$ cat config.mk
export PLATFORM = sky130hd
export DESIGN_NAME = mem_port_arbiter
export DESIGN_NICKNAME = d
export VERILOG_FILES = /design/src/rtl/mem_port_arbiter.sv
export SDC_FILE = /design/constraint.sdc
export NUM_CORES = 1
export LEC_CHECK = 0
export CORE_AREA = 2 2 103 105
export CTS_CLUSTER_SIZE = 30
export DETAILED_ROUTE_END_ITERATION = 7
export DIE_AREA = 0 0 105 107
export GPL_ROUTABILITY_DRIVEN = 0
export GPL_TIMING_DRIVEN = 0
export PLACE_DENSITY = 0.68
export RECOVER_POWER = 100
export SETUP_SLACK_MARGIN = 0.2
export SYNTH_ARGS = -nofsm -noshare
export SYNTH_HDL_FRONTEND = slang
export SYNTH_SLANG_ARGS = --single-unit
export TNS_END_PERCENT = 1
$ cat constraint.sdc
create_clock -name clk -period 4.1 [get_ports clk]
set_input_delay 1.23 -clock clk [delete_from_list [all_inputs] [get_ports clk]]
set_output_delay 1.23 -clock clk [all_outputs]
set_load 0.005 [all_outputs]
$ cat src/rtl/mem_port_arbiter.sv
// mem_port_arbiter: shares one single-port RAM between fetch and load/store; ARB_RR_EN selects round-robin arbitration
module mem_port_arbiter #(
  parameter int ADDR_W = 32,
  parameter int DATA_W = 32,
  parameter int RAM_LAT = 1
) (
  input  logic clk,
  input  logic rst,
  input  logic if_req,
  input  logic [ADDR_W-1:0] if_addr,
  output logic if_gnt,
  output logic if_rvalid,
  output logic [DATA_W-1:0] if_rdata,
  input  logic ls_req,
  input  logic ls_we,
  input  logic [ADDR_W-1:0] ls_addr,
  input  logic [DATA_W-1:0] ls_wdata,
  output logic ls_gnt,
  output logic ls_rvalid,
  output logic [DATA_W-1:0] ls_rdata,
  output logic mem_en,
  output logic mem_we,
  output logic [ADDR_W-1:0] mem_addr,
  output logic [DATA_W-1:0] mem_wdata,
  input  logic [DATA_W-1:0] mem_rdata,
  output logic busy
);
  typedef enum logic {IDLE, WAIT} state_t;
  state_t state;
  logic owner;
  logic [1:0] lat_cnt;
  logic ls_win;
  logic done;
  if (RAM_LAT < 1 || RAM_LAT > 4) begin : g_bad_lat
    $error("mem_port_arbiter: RAM_LAT=%0d outside 1..4", RAM_LAT);
  end
`ifdef ARB_RR_EN
  logic prio;
  // a contested grant goes to the favoured requester (prio=1 favours LS)
  always_comb ls_win = ls_req && (!if_req || prio);
  // favour whichever requester did not win the latest grant
  always_ff @(posedge clk or negedge rst)
    if (!rst) prio <= 1'b1;
    else if (mem_en) prio <= if_gnt;
`else
  // load/store always beats fetch
  always_comb ls_win = ls_req;
`endif
  // grants, RAM strobes and read return; all forced low while reset is held
  always_comb begin
    ls_gnt = rst && state == IDLE && ls_win;
    if_gnt = rst && state == IDLE && if_req && !ls_win;
    mem_en = ls_gnt || if_gnt;
    mem_we = ls_gnt && ls_we;
    mem_addr = ls_gnt ? ls_addr : if_gnt ? if_addr : '0;
    mem_wdata = ls_gnt ? ls_wdata : '0;
    busy = rst && state == WAIT;
    done = busy && lat_cnt == 2'd0;
    if_rvalid = done && !owner;
    ls_rvalid = done && owner;
    if_rdata = if_rvalid ? mem_rdata : '0;
    ls_rdata = ls_rvalid ? mem_rdata : '0;
  end
  // reads move IDLE to WAIT; WAIT counts down the RAM latency and returns to IDLE
  always_ff @(posedge clk or negedge rst)
    if (!rst) begin
      state <= IDLE;
      owner <= 1'b0;
      lat_cnt <= 2'd0;
    end else if (state == IDLE) begin
      if (if_gnt || (ls_gnt && !ls_we)) begin
        state <= WAIT;
        owner <= ls_gnt;
        lat_cnt <= 2'(RAM_LAT - 1);
      end
    end else begin
      lat_cnt <= lat_cnt == 2'd0 ? 2'd0 : lat_cnt - 2'd1;
      if (lat_cnt == 2'd0) state <= IDLE;
    end
endmodule

==> run metrics, run 1 <==
status finished, final reports clean; top-area cell type share of the netlist area 49.0%; n_diodes 0; die width roughly 110 microns; Reg2Reg Setup Slack 2860 ps; io pins 268; Static Leak between 1.5 and 2 nW; Syn Std Cell Area 1240 sq um; Syn Nets 301; DR pass1 iterations 4; Tightest Pin Transition 430 ps; maximum clock frequency 0.252 GHz; IO Port Bufs 267; CTS tree done; Worst setup EP type output pin; vias in the first global route 2404; CTS Hold Bufs 0; RSZ-0062 raised after global routing yes; initial antenna violation count 0; Starting DRT DRC Count 66; first-pass GRT wire length between 10 and 15 mm; final core occ 40.8%; yosys warns 0; CP Class in -> out; CTS Buffer Depth 2; Hold Startpoint lat_cnt[0]$_DFFE_PN0P_; Max VDD drop 0.0000713 V; clk_skew approximately 0.085 ps; dpl ws -580 ps; Post-route DRC 0; FF-to-FF Start state$_DFF_PN0_; cell breakdown of the critical path clkdlybuf4s15_2 > inv_2 > nor2_4 > buf_6 > clkbuf_2 > and2_1 > clkdlybuf4s50_1; chip height 107 microns; synthesized area per cell between 7 and 8 sq um; pwr/cell area 107 nW/um^2; DR vias 2303; Synth area leader and2_1; ys async rst share 100%; Core ar. just over 10000 sq um; Worst EP required ~2900 ps; cell count after synthesis 168; # setup viols final 0; sequential share of the synthesized area 8.09%; CP arrival 2740 ps; worst stage delay on the critical path just over 500 ps; Synth Flop Type dfrtp_1; largest net degree at the start of global routing 11; number of nets in the layout 574; Initial Utilization 12.3%; # H-tree levels 1; EDFF count, synth 0; relative slew slack 71.2%; WL final between 8 and 9 mm; clock-pin slew on the worst setup and hold paths 30 ps; most common cell in the synthesized netlist and2_1; Post-Layout Cell Count 575; Worst Setup SP ls_req; placement row count 37; clk sinks 4; synth cell count leaders 97 x and2_1, 34 x a22o_1, 10 x buf_2, 4 x dfrtp_1; die area 11200 sq um; Worst-Skew Late Latency around 220 ps; Final ANT Viol Nets 0; Worst Path Max Fanout 10; max-cap viol count 0; Clock Tree Root clkbuf_8; post-synthesis register bit count 4; Final WS setup between 100 and 150 ps; Cells after DPL 571; Wirelength per Cell 15.4 microns; Area contributors post-synth and2_1 49%, a22o_1 24%, dfrtp_1 8.1%; fin crit share 96.8%; max-slew violation count 0; grt ovf 0; slowest cell on the critical path clkdlybuf4s50_1; post-route minimum period around 4000 ps; CTS buffer count 3; Setup crit start kind primary input; worst min path class reg -> reg; Total GRT Usage 14.3%; layout cells sized above 1 5.47%; Final Hold Fails 0; Yosys cell types 22; Area Overhead vs Synth 233%; DP HPWL 8.09 mm; FILL cells 1042; Via density 4.01
metal layers:
layer	vias up	track usage, %	part of all wire, %	routed length [microns]
met5	-	0	0	0
met4	0	2.38	0.69	61
met3	7	4.44	11	977
met2	169	29.8	55	4850
met1	1017	13.7	34	2970
li1	1110	-	-	-
where the power goes:
| part | internal [mW] | switching, mW | leakage, nW |
|---|---|---|---|
| clock | 0.0627 | 0.0219 | 0.0216 |
| sequential | 0.0421 | 0.00324 | 0.0535 |
| combinational | 0.215 | 0.0938 | 1.77 |
cell type report:
cell class / count / area [sq um] / area share [%]
inverters: 2 / 7.51 / 0.182
plain buffers: 16 / 119 / 2.89
clock buffers: 3 / 41.3 / 1.00
multi-input cells: 146 / 1040 / 25.2
repair buffers: 268 / 2640 / 64.2
flip-flops and latches: 4 / 100 / 2.43
well taps: 136 / 170 / 4.13
state kept, by name, summed over array words and instances, names as in the netlist:
name     cells
lat_cnt      2
owner        1
state        1
cells in the final DEF, fill, tap and decap left out, types with 2 or more instances in the layout:
| cell type | n |
|---|---|
| dfrtp_1 | 4 |
| clkdlybuf4s50_1 | 192 |
| nor2_1 | 2 |
| clkbuf_1 | 3 |
| and2_1 | 68 |
| buf_4 | 2 |
| and2_0 | 29 |
| dlygate4sd3_1 | 38 |
| clkbuf_2 | 4 |
| dlygate4sd2_1 | 35 |
| clkbuf_8 | 3 |
| a22o_1 | 34 |
| buf_6 | 8 |
stage by stage:
| step | hold slack, ps | power, mW | setup TNS, ps | cell area [sq um] |
|---|---|---|---|---|
| after floorplan | 497 | 0.123 | 0 | 1240 |
| after global placement | 532 | 0.370 | -49140 | 4080 |
| after detailed placement | 549 | 0.373 | -53410 | 4080 |
| after CTS | 560 | 0.452 | 0 | 4130 |
| after global routing | 596 | 0.464 | 0 | 4120 |
| final | 565 | 0.439 | 0 | 4120 |
worst paths after layout:
kind	to	depth (start not counted)
worst max-delay path	mem_wdata[21]	7
max in group asynchronous	state$_DFF_PN0_	1
worst min register to register	state$_DFF_PN0_	2
worst min-delay path	state$_DFF_PN0_	2
min in group asynchronous	owner$_DFFE_PN0P_	1
worst max register to register	lat_cnt[1]$_DFFE_PN0P_	3
logic make-up after synthesis:
family          Yosys count  share of synthesized area, %
flops                     4                          8.09
buf+inv                  18                          8.59
simple gates            110                          58.1
compound gates           36                          25.2
worst max-delay path: cells and delay by family:
kind	cells	cell delay [ps]
buf+inv	5	1200
simple gates	2	310
what timing repair did:
item / in CTS / in global routing
setup buffers: 1 / 0
pin swaps: 1 / 0
gates resized for setup: 60 / 2
endpoints found under the setup margin: 134 / 63
No activity file was read; power rests on OpenSTA's default activity.
==> run 2, diff against run 1 <==
--- a/config.mk
+++ b/config.mk
@@ -12,8 +12,9 @@
 export GPL_ROUTABILITY_DRIVEN = 0
 export GPL_TIMING_DRIVEN = 0
 export PLACE_DENSITY = 0.68
-export RECOVER_POWER = 100
+export RECOVER_POWER = 50
 export SETUP_SLACK_MARGIN = 0.2
+export SLEW_MARGIN = 10
 export SYNTH_ARGS = -nofsm -noshare
 export SYNTH_HDL_FRONTEND = slang
 export SYNTH_SLANG_ARGS = --single-unit
==> run 2 against run 1 <==
Compared with the run above: hold slack unchanged; flip-flop and latch count unchanged; die area unchanged; non-clock buffer count unchanged; register-to-register slack about the same; critical endpoint is now mem_addr[24].
==> run metrics, run 2 (synthesis gave the netlist of run 1 again) <==
Final Hold Fails 0 (unchanged); largest net degree at the start of global routing 11 (unchanged); RSZ-0062 raised after global routing yes; clk_skew 0.0847 ps (unchanged); fin crit share 95.6% (-1.1 points); die area 11200 sq um (unchanged); cell breakdown of the critical path dlygate4sd3_1 > nor3b_4 > buf_6 > buf_6 > a22o_1 > dlygate4sd2_1; register area 100 sq um (unchanged); first-pass GRT wire length 12.8 mm (unchanged); # setup viols final 0 (unchanged); die width 105 microns (unchanged); dpl ws -580 ps (unchanged); Final WS setup 179 ps (+47.1 ps); Via density 4.01 (about the same); pwr/cell area 107 nW/um^2 (+0.80%); Pint 0.324 mW (+1.3%); CTS buffer count 3 (unchanged); clk sinks 4 (unchanged); Biggest register lat_cnt; most used cell, CP buf_6; max-cap viol count 0 (unchanged); Tightest Pin Transition 460 ps (+29.7 ps); DR vias 2304 (+0.043%); Pwr Total 0.444 mW (+1.1%); # H-tree levels 1 (unchanged); CP Class in -> out; io pins 268 (unchanged); cell family with most CP delay buffers and inverters; max reg flops 2 (unchanged); Worst EP required 2870 ps (about the same); worst min path class reg -> reg; CTS Buffer Depth 2 (unchanged); Static Leak 1.78 nW (-3.6%); Core ar. 10100 sq um (unchanged); DP HPWL 8.09 mm (unchanged); Worst setup EP type output pin; Worst Path Max Fanout 10 (unchanged); Cells after DPL 571 (unchanged); max-slew violation count 0 (unchanged); FILL cells 1042 (unchanged); layout cells sized above 1 5.47% (unchanged); Wirelength per Cell 15.5 microns (+0.25%); CP arrival 2690 ps (-50 ps); Initial Utilization 12.3% (unchanged); Max VDD drop 0.0000713 V (about the same); slowest cell on the critical path dlygate4sd3_1; vias in the first global route 2404 (unchanged); number of nets in the layout 574 (unchanged); placement row count 37 (unchanged); Post-route DRC 0 (unchanged); Psw 0.119 mW (+0.45%); clock-pin slew on the worst setup and hold paths 30 ps (about the same); relative slew slack 69.2% (-2.0 points); Clock power frac 19.1% (-0.2 points); largest registers lat_cnt x2, owner x1, state x1; worst stage delay on the critical path 550 ps (+40 ps); combinational share of power 70.7% (+0.3 points); commonest non-fill, non-tap cell in the layout clkdlybuf4s50_1; status finished, final reports clean; IO Port Bufs 267 (unchanged); Final Hold Slack 565 ps (unchanged); Clock Tree Root clkbuf_8; Final ANT Viol Nets 0 (unchanged); Buf+Inv Stages, Crit Path 4 (-1); maximum clock frequency 0.255 GHz (+1.2%); initial antenna violation count 0 (unchanged); grt ovf 0 (unchanged); CTS tree done; most frequent cells in the layout 216 x clkdlybuf4s50_1, 79 x and2_1, 35 x dlygate4sd2_1; post-route minimum period 3920 ps (-47.1 ps); Post-Layout Cell Count 575 (unchanged); DR pass1 iterations 4 (unchanged); Area Overhead vs Synth 234%; WL final 8.88 mm (+0.25%); CTS Hold Bufs 0 (unchanged); Starting DRT DRC Count 75 (+14%); Setup crit start kind primary input; Worst-Skew Late Latency 220 ps (about the same); sequential share of power 10.2% (about the same); n_diodes 0 (unchanged); chip height 107 microns (unchanged); Multi-input gate area 1040 sq um (unchanged); switching share of power 26.9% (-0.17 points); Total GRT Usage 14.3% (unchanged)
## run 2: cell count changes in the layout (fill, tap and decap cells not counted), sizes merged
cell	change
clkbuf	-3
dlygate4sd3	-24
buf	+3
clkdlybuf4s50	+24
## run 2: layout make-up
| type | instances | area share [%] |
|---|---|---|
| repair buffers | 268 | 64.0 |
| inverters | 2 | 0.182 |
| well taps | 136 | 4.12 |
| multi-input cells | 146 | 25.1 |
| clock buffers | 3 | 1.00 |
| plain buffers | 16 | 3.15 |
| flip-flops and latches | 4 | 2.42 |
## run 2: final timing paths
| path | start | endpoint | depth (start not counted) | slack (ps) |
|---|---|---|---|---|
| worst min-delay path | lat_cnt[0]$_DFFE_PN0P_ | state$_DFF_PN0_ | 2 | 570 |
| worst max-delay path | if_req | mem_addr[24] | 6 | 180 |
| max in group asynchronous | rst | state$_DFF_PN0_ | 1 | 3190 |
| min in group asynchronous | rst | owner$_DFFE_PN0P_ | 1 | 800 |
| worst min register to register | lat_cnt[0]$_DFFE_PN0P_ | state$_DFF_PN0_ | 2 | 570 |
| worst max register to register | state$_DFF_PN0_ | lat_cnt[1]$_DFFE_PN0P_ | 3 | 2860 |
## run 2: per-layer routing
layer	wire length, microns	track usage (%)	vias up
met5	0	0	-
met4	68	2.38	0
met3	964	4.44	9
met2	4860	29.8	167
met1	3000	13.7	1019
li1	-	-	1109
## run 2: power by group through the flow
stage          Sequential [mW]  Clock (mW)  Combinational [mW]
3_5_place_dp            0.0457           0               0.327
5_1_grt                 0.0455      0.0879               0.335
6_report                0.0453      0.0846               0.314
3_3_place_gp            0.0454           0               0.325
2_1_floorplan           0.0449           0              0.0780
4_1_cts                 0.0453      0.0871               0.320
## run 2: per-stage QoR
stage | util (%) | area (sq um) | setup TNS (ps)
final | 40.9 | 4130 | 0
after global routing | 40.9 | 4130 | 0
after CTS | 40.9 | 4130 | 0
after detailed placement | 40.4 | 4080 | -53410
after global placement | 40.4 | 4080 | -49140
after floorplan | - | 1240 | 0
## run 2: timing repair
item	in CTS	in global routing
gates resized for setup	60	2
endpoints found under the setup margin	134	63
pin swaps	1	0
cloned	0	0
setup buffers	1	0
## run 2: worst min-delay path: cells and delay by family, from the launching register on
kind,cells,cell delay [ps]
flops,1,370
compound gates,1,90
simple gates,1,70
==> RTL edit 1 (settings of run 1) <==
Set the parameter `ADDR_W` to 16 (it was 32).
--- a/src/rtl/mem_port_arbiter.sv
+++ b/src/rtl/mem_port_arbiter.sv
@@ -1,6 +1,6 @@
 // mem_port_arbiter: shares one single-port RAM between fetch and load/store; ARB_RR_EN selects round-robin arbitration
 module mem_port_arbiter #(
-  parameter int ADDR_W = 32,
+  parameter int ADDR_W = 16,
   parameter int DATA_W = 32,
   parameter int RAM_LAT = 1
 ) (
Interface: changed (resized if_addr, ls_addr and mem_addr); port bits go from 268 to 220. No check against the original RTL was run, so the function may have changed too.
==> RTL edit 1 against run 1 <==
  * Fmax down 0.38%
  * Worst setup slack worse by 0.015 ns
  * Clock skew about the same
  * Register-to-register slack worse by 0.02 ns
  * Synthesized area down 13%
  * Die area unchanged
  * Design area down 15%
  * Sequential cell count unchanged
  * Total power down 14%
  * Highest routed layer unchanged
  * Count of clock-buffer cells in the layout unchanged
  * Wire length down 21%
  * Non-clock buffer count down 47
==> RTL edit 1: results (changes against run 1) <==
- Status: finished, final reports clean
- Clk_skew: 0.00008632 ns (+0.000001665 ns)
- Leakage power: 1.536 nW (-17%)
- Later-pin clock latency in the skew report: 0.22 ns (about the same)
- Largest net degree at the start of global routing: 11 (unchanged)
- YS warnings: 0 (unchanged)
- Fillers: 1078 (+3.5%)
- Endpoint of the worst-slack reg-to-reg timing path: lat_cnt[1]
- Routed WL: 6.990 mm (-21%)
- Most frequent cells after synthesis: and2_1, a22o_1, buf_2
- Register area share after synthesis: 9.292% (+1.2 points)
- Critical R2R Launch: state
- HPWL after DPL: 6.385 mm (-21%)
- Syn nets: 249 (-17%)
- Clock Pin Slew Worst Setup and Hold Paths: 0.03 ns (about the same)
- Number of iterations in the first detailed-routing pass: 4 (unchanged)
- Crit path capture: mem_addr[1]
- # H-tree levels: 1 (unchanged)
- Vias per cell: 3.797 (-5.2%)
- Top Registers: lat_cnt (2), owner (1), state (1)
- Iter 0 DRT Violations: 41 (-38%)
- Hold Path Class: flop to flop
- FFs w/ async S/R, synth: 100.0% (unchanged)
- FF-to-FF path depth: 3 (unchanged)
- CP Max Fanout: 6 (-4)
- Main flop type after synthesis: dfrtp_1
- Area contributors post-synth: and2_1, a22o_1, dfrtp_1
- R2R Setup Slk: 2.84 ns (-0.02 ns)
- Nets: 479 (-17%)
- Worst slew margin: 83.04% (+12 points)
- Antenna diodes: 0 (unchanged)
- CTS Buf Count: 3 (unchanged)
- Worst path arrival time: 2.75 ns (about the same)
- Max rail drop VDD: 0.00007604 V (+6.6%)
- WHS: 0.5481 ns (-0.01703 ns)
- Crit path launch: if_req
- IO Port Bufs: 219 (-18%)
- Root Buffer: clkbuf_8
- Delay-heaviest family, CP: buffers and inverters
- Number of global-route vias before repair: 1896 (-21%)
- Slowest CP cell: clkdlybuf4s50_1
- GR Util All Layers: 11.26% (-3.1 points)
- CTS Buffer Depth: 2 (unchanged)
- CP max stage delay: 0.51 ns (about the same)
- Share of cells above drive strength 1: 6.383% (+0.92 points)
- Wire length of the first global-routing pass: 10.05 mm (-21%)
- Netlist cell types: 21 (-4.5%)
- Initial antenna violation count: 0 (unchanged)
[RTL edit 1: cell types whose count changed in the layout (fill, tap and decap cells not counted), sizes merged]
cell | run 1 | this run
dlygate4sd3 | 38 | 31
clkdlybuf4s50 | 192 | 170
a22o | 34 | 18
dlygate4sd2 | 35 | 15
dlymetal6s2s | 0 | 1
clkbuf | 10 | 13
buf | 11 | 9
[RTL edit 1: how the worst min path moves through the flow]
| stage | from | endpoint | cells past startpoint |
|---|---|---|---|
| after floorplan | lat_cnt[0] | state | 2 |
| after global placement | lat_cnt[0] | state | 2 |
| after detailed placement | lat_cnt[0] | state | 2 |
| after CTS | lat_cnt[0] | state | 2 |
| after global routing | lat_cnt[0] | state | 2 |
| final | lat_cnt[0] | state | 2 |
[RTL edit 1: cells by family after synthesis]
kind of cell / count (synthesis) / synth area share, %
flops: 4 / 9.292
simple gates: 110 / 66.78
compound gates: 20 / 15.91
buf+inv: 14 / 8.015
[RTL edit 1: cell type report]
cell class / count / area, um^2 / share of cell area, %
multi-input combinational: 130 / 898.4 / 25.58
clock buffer: 3 / 41.29 / 1.176
timing repair buffer: 225 / 2216 / 63.09
inverter: 2 / 7.507 / 0.2138
tap: 136 / 170.2 / 4.845
sequential: 4 / 100.1 / 2.850
buffer: 12 / 78.83 / 2.244
[RTL edit 1: what timing repair did]
| item | in CTS | in global routing |
|---|---|---|
| pin swaps | 3 | 0 |
| gates resized for setup | 33 | 3 |
| setup buffers | 3 | 3 |
| endpoints found under the setup margin | 118 | 97 |
[RTL edit 1: tightest hold or removal path: stages, from the launching register on]
cell     delay [ns]
dfrtp_1        0.36
o21ai_0        0.08
nand2_1        0.07
[RTL edit 1: through the flow]
stage	util (%)	total power, mW	area, um^2	instances	setup WS (ns)
3_5_place_dp	34.08	0.3044	3440	503	-0.5916
3_3_place_gp	34.08	0.3019	3440	503	-0.5743
4_1_cts	34.89	0.3890	3521	509	0.01567
2_1_floorplan	-	0.1072	1077	148	0.9297
6_report	34.80	0.3772	3512	512	0.1164
5_1_grt	34.80	0.3983	3512	512	0.02647
[RTL edit 1: metal layers]
metal | vias up | track usage [%] | routed length (um)
met5 | - | 0 | 0
met4 | 0 | 1.714 | 28
met3 | 4 | 2.857 | 706
met2 | 134 | 23.65 | 3794
met1 | 867 | 11.07 | 2461
li1 | 939 | - | -
[RTL edit 1: power by group]
part,total [mW],switching [mW],internal [mW]
registers,0.0450,0.00295,0.0421
logic,0.247,0.0747,0.173
clock network,0.0849,0.0221,0.0627
==> RTL edit 2 (settings of run 1) <==
Made on the original files. Build with the macro `ARB_RR_EN` defined.
--- a/src/rtl/mem_port_arbiter.sv
+++ b/src/rtl/mem_port_arbiter.sv
@@ -1,4 +1,6 @@
 // mem_port_arbiter: shares one single-port RAM between fetch and load/store; ARB_RR_EN selects round-robin arbitration
+`define ARB_RR_EN
+
 module mem_port_arbiter #(
   parameter int ADDR_W = 32,
   parameter int DATA_W = 32,
Function: changed (a bounded check fails within 4 cycles, from zero or initial values and one cycle with rst low).
==> RTL edit 2 against run 1 <==
  * Worst setup slack worse by 0.066 ns
  * Design area is 3.8% higher
  * Sequential power is 52% higher
  * Wire length is 4.1% lower
  * Sequential share of layout area is 0.53 points higher
  * Sequential cell count is 1 higher
  * Total power is 30% higher
  * Via count is 3.5% higher
  * Synthesized area is 1.1% higher
  * Global-route usage is 1.1 points lower
==> RTL edit 2: results (changes against run 1) <==
- Share of cells above drive strength 1: 7.080% (+1.6 points)
- Fillers: 1028 (-1.3%)
- Clock buf count: 4 (+1)
- Metal3 WL: 668 um (-32%)
- Max rail drop VDD: 0.0001831 V (+160%)
- Dpl cells: 577 (+1.1%)
- M1 GR Usage: 15.00% (+1.2 points)
- Sequential cell count: 5 (+1)
- Largest net degree at the start of global routing: 11 (unchanged)
- Area of the multi-input gates: 1037 um^2 (-0.12%)
- Number of global-route vias before repair: 2349 (-2.3%)
- NetSw: 0.1628 mW (+37%)
- Met2 Use GR: 25.37% (-4.4 points)
- Multi-Input Combinational: 149 (+2.1%)
- HPWL after DPL: 7.123 mm (-12%)
- Iter 0 DRT Violations: 82 (+24%)
- Leakage power: 2.064 nW (+12%)
- Internal: 0.4071 mW (+27%)
- Post-synthesis xor/xnor area fraction: 0% (unchanged)
- Compound-Gate Fraction of Synth Area: 26.30% (+1.1 points)
- Clock-cell share: 1.054% (+0.051 points)
- Routed WL: 8.503 mm (-4.1%)
- Register area share after synthesis: 10.10% (+2.0 points)
- Syn Area/Cell: 7.191 um^2 (-2.4%)
- Invs w/o clock: 3 (+1)
- Area contributors post-synth: and2_1, a22o_1, dfrtp_1
- Netlist cell types: 25 (+14%)
- P_seq: 0.0688 mW (+52%)
- GR Util met3: 3.343% (-1.1 points)
- Most frequent cells after synthesis: and2_1, a22o_1, buf_2
- PostCTS Resize Cnt: 36 (-40%)
- M1 wire length: 3.162 mm (+6.5%)
- Final core occ: 42.36% (+1.5 points)
- Proportion of power drawn by the clock network: 15.9% (-3.4 points)
- Vias per cell: 4.053 (+1.2%)
- GR Util All Layers: 13.19% (-1.1 points)
- Signal buffers: 291 (+2.5%)
- Initial antenna violation count: 0 (unchanged)
- Syn nets: 307 (+2.0%)
- Worst path arrival time: 2.80 ns (+0.06 ns)
- Cell area after synthesis: 1251 um^2 (+1.1%)
- WL met2: 4.591 mm (-5.4%)
- Root Buffer: clkbuf_8
- Worst slew margin: 64.79% (-6.4 points)
- Clk_skew: 0.0005283 ns (+0.0004437 ns)
- Signal buf overhead: 67.43% (+0.39 points)
- Status: finished, final reports clean
- Wire length of the first global-routing pass: 12.08 mm (-5.5%)
- Area post-placement: 4094 um^2 (+0.34%)
- Final std cells w/o fill: 588 (+2.3%)
- Sequential share of cell area: 2.956% (+0.53 points)
- Worst slack, placed: -0.6418 ns (-0.06139 ns)
## RTL edit 2: cell types whose count changed in the layout (fill, tap and decap cells not counted), sizes merged, moves of 3 or more
cell / delta
dlymetal6s4s: +3
dlygate4sd2: -29
clkbuf: +6
buf: +6
dlygate4sd3: -20
clkdlybuf4s25: +20
clkdlybuf4s50: +4
dlymetal6s2s: +19
## RTL edit 2: worst max-delay path, cell delays in order
cell           delay [ns]
dlygate4sd2_1        0.27
and3b_1              0.20
buf_6                0.13
buf_4                0.17
a22o_1               0.23
dlygate4sd3_1        0.57
## RTL edit 2: worst paths after layout
| check | startpoint | to | slack [ns] | depth (start not counted) |
|---|---|---|---|---|
| max | ls_req | mem_addr[25] | 0.07 | 6 |
| min | owner | owner | 0.52 | 1 |
| max reg2reg | prio | lat_cnt[1] | 2.68 | 5 |
| min reg2reg | owner | owner | 0.52 | 1 |
| max in group asynchronous | rst | prio | 3.08 | 1 |
| min in group asynchronous | rst | lat_cnt[1] | 0.82 | 1 |
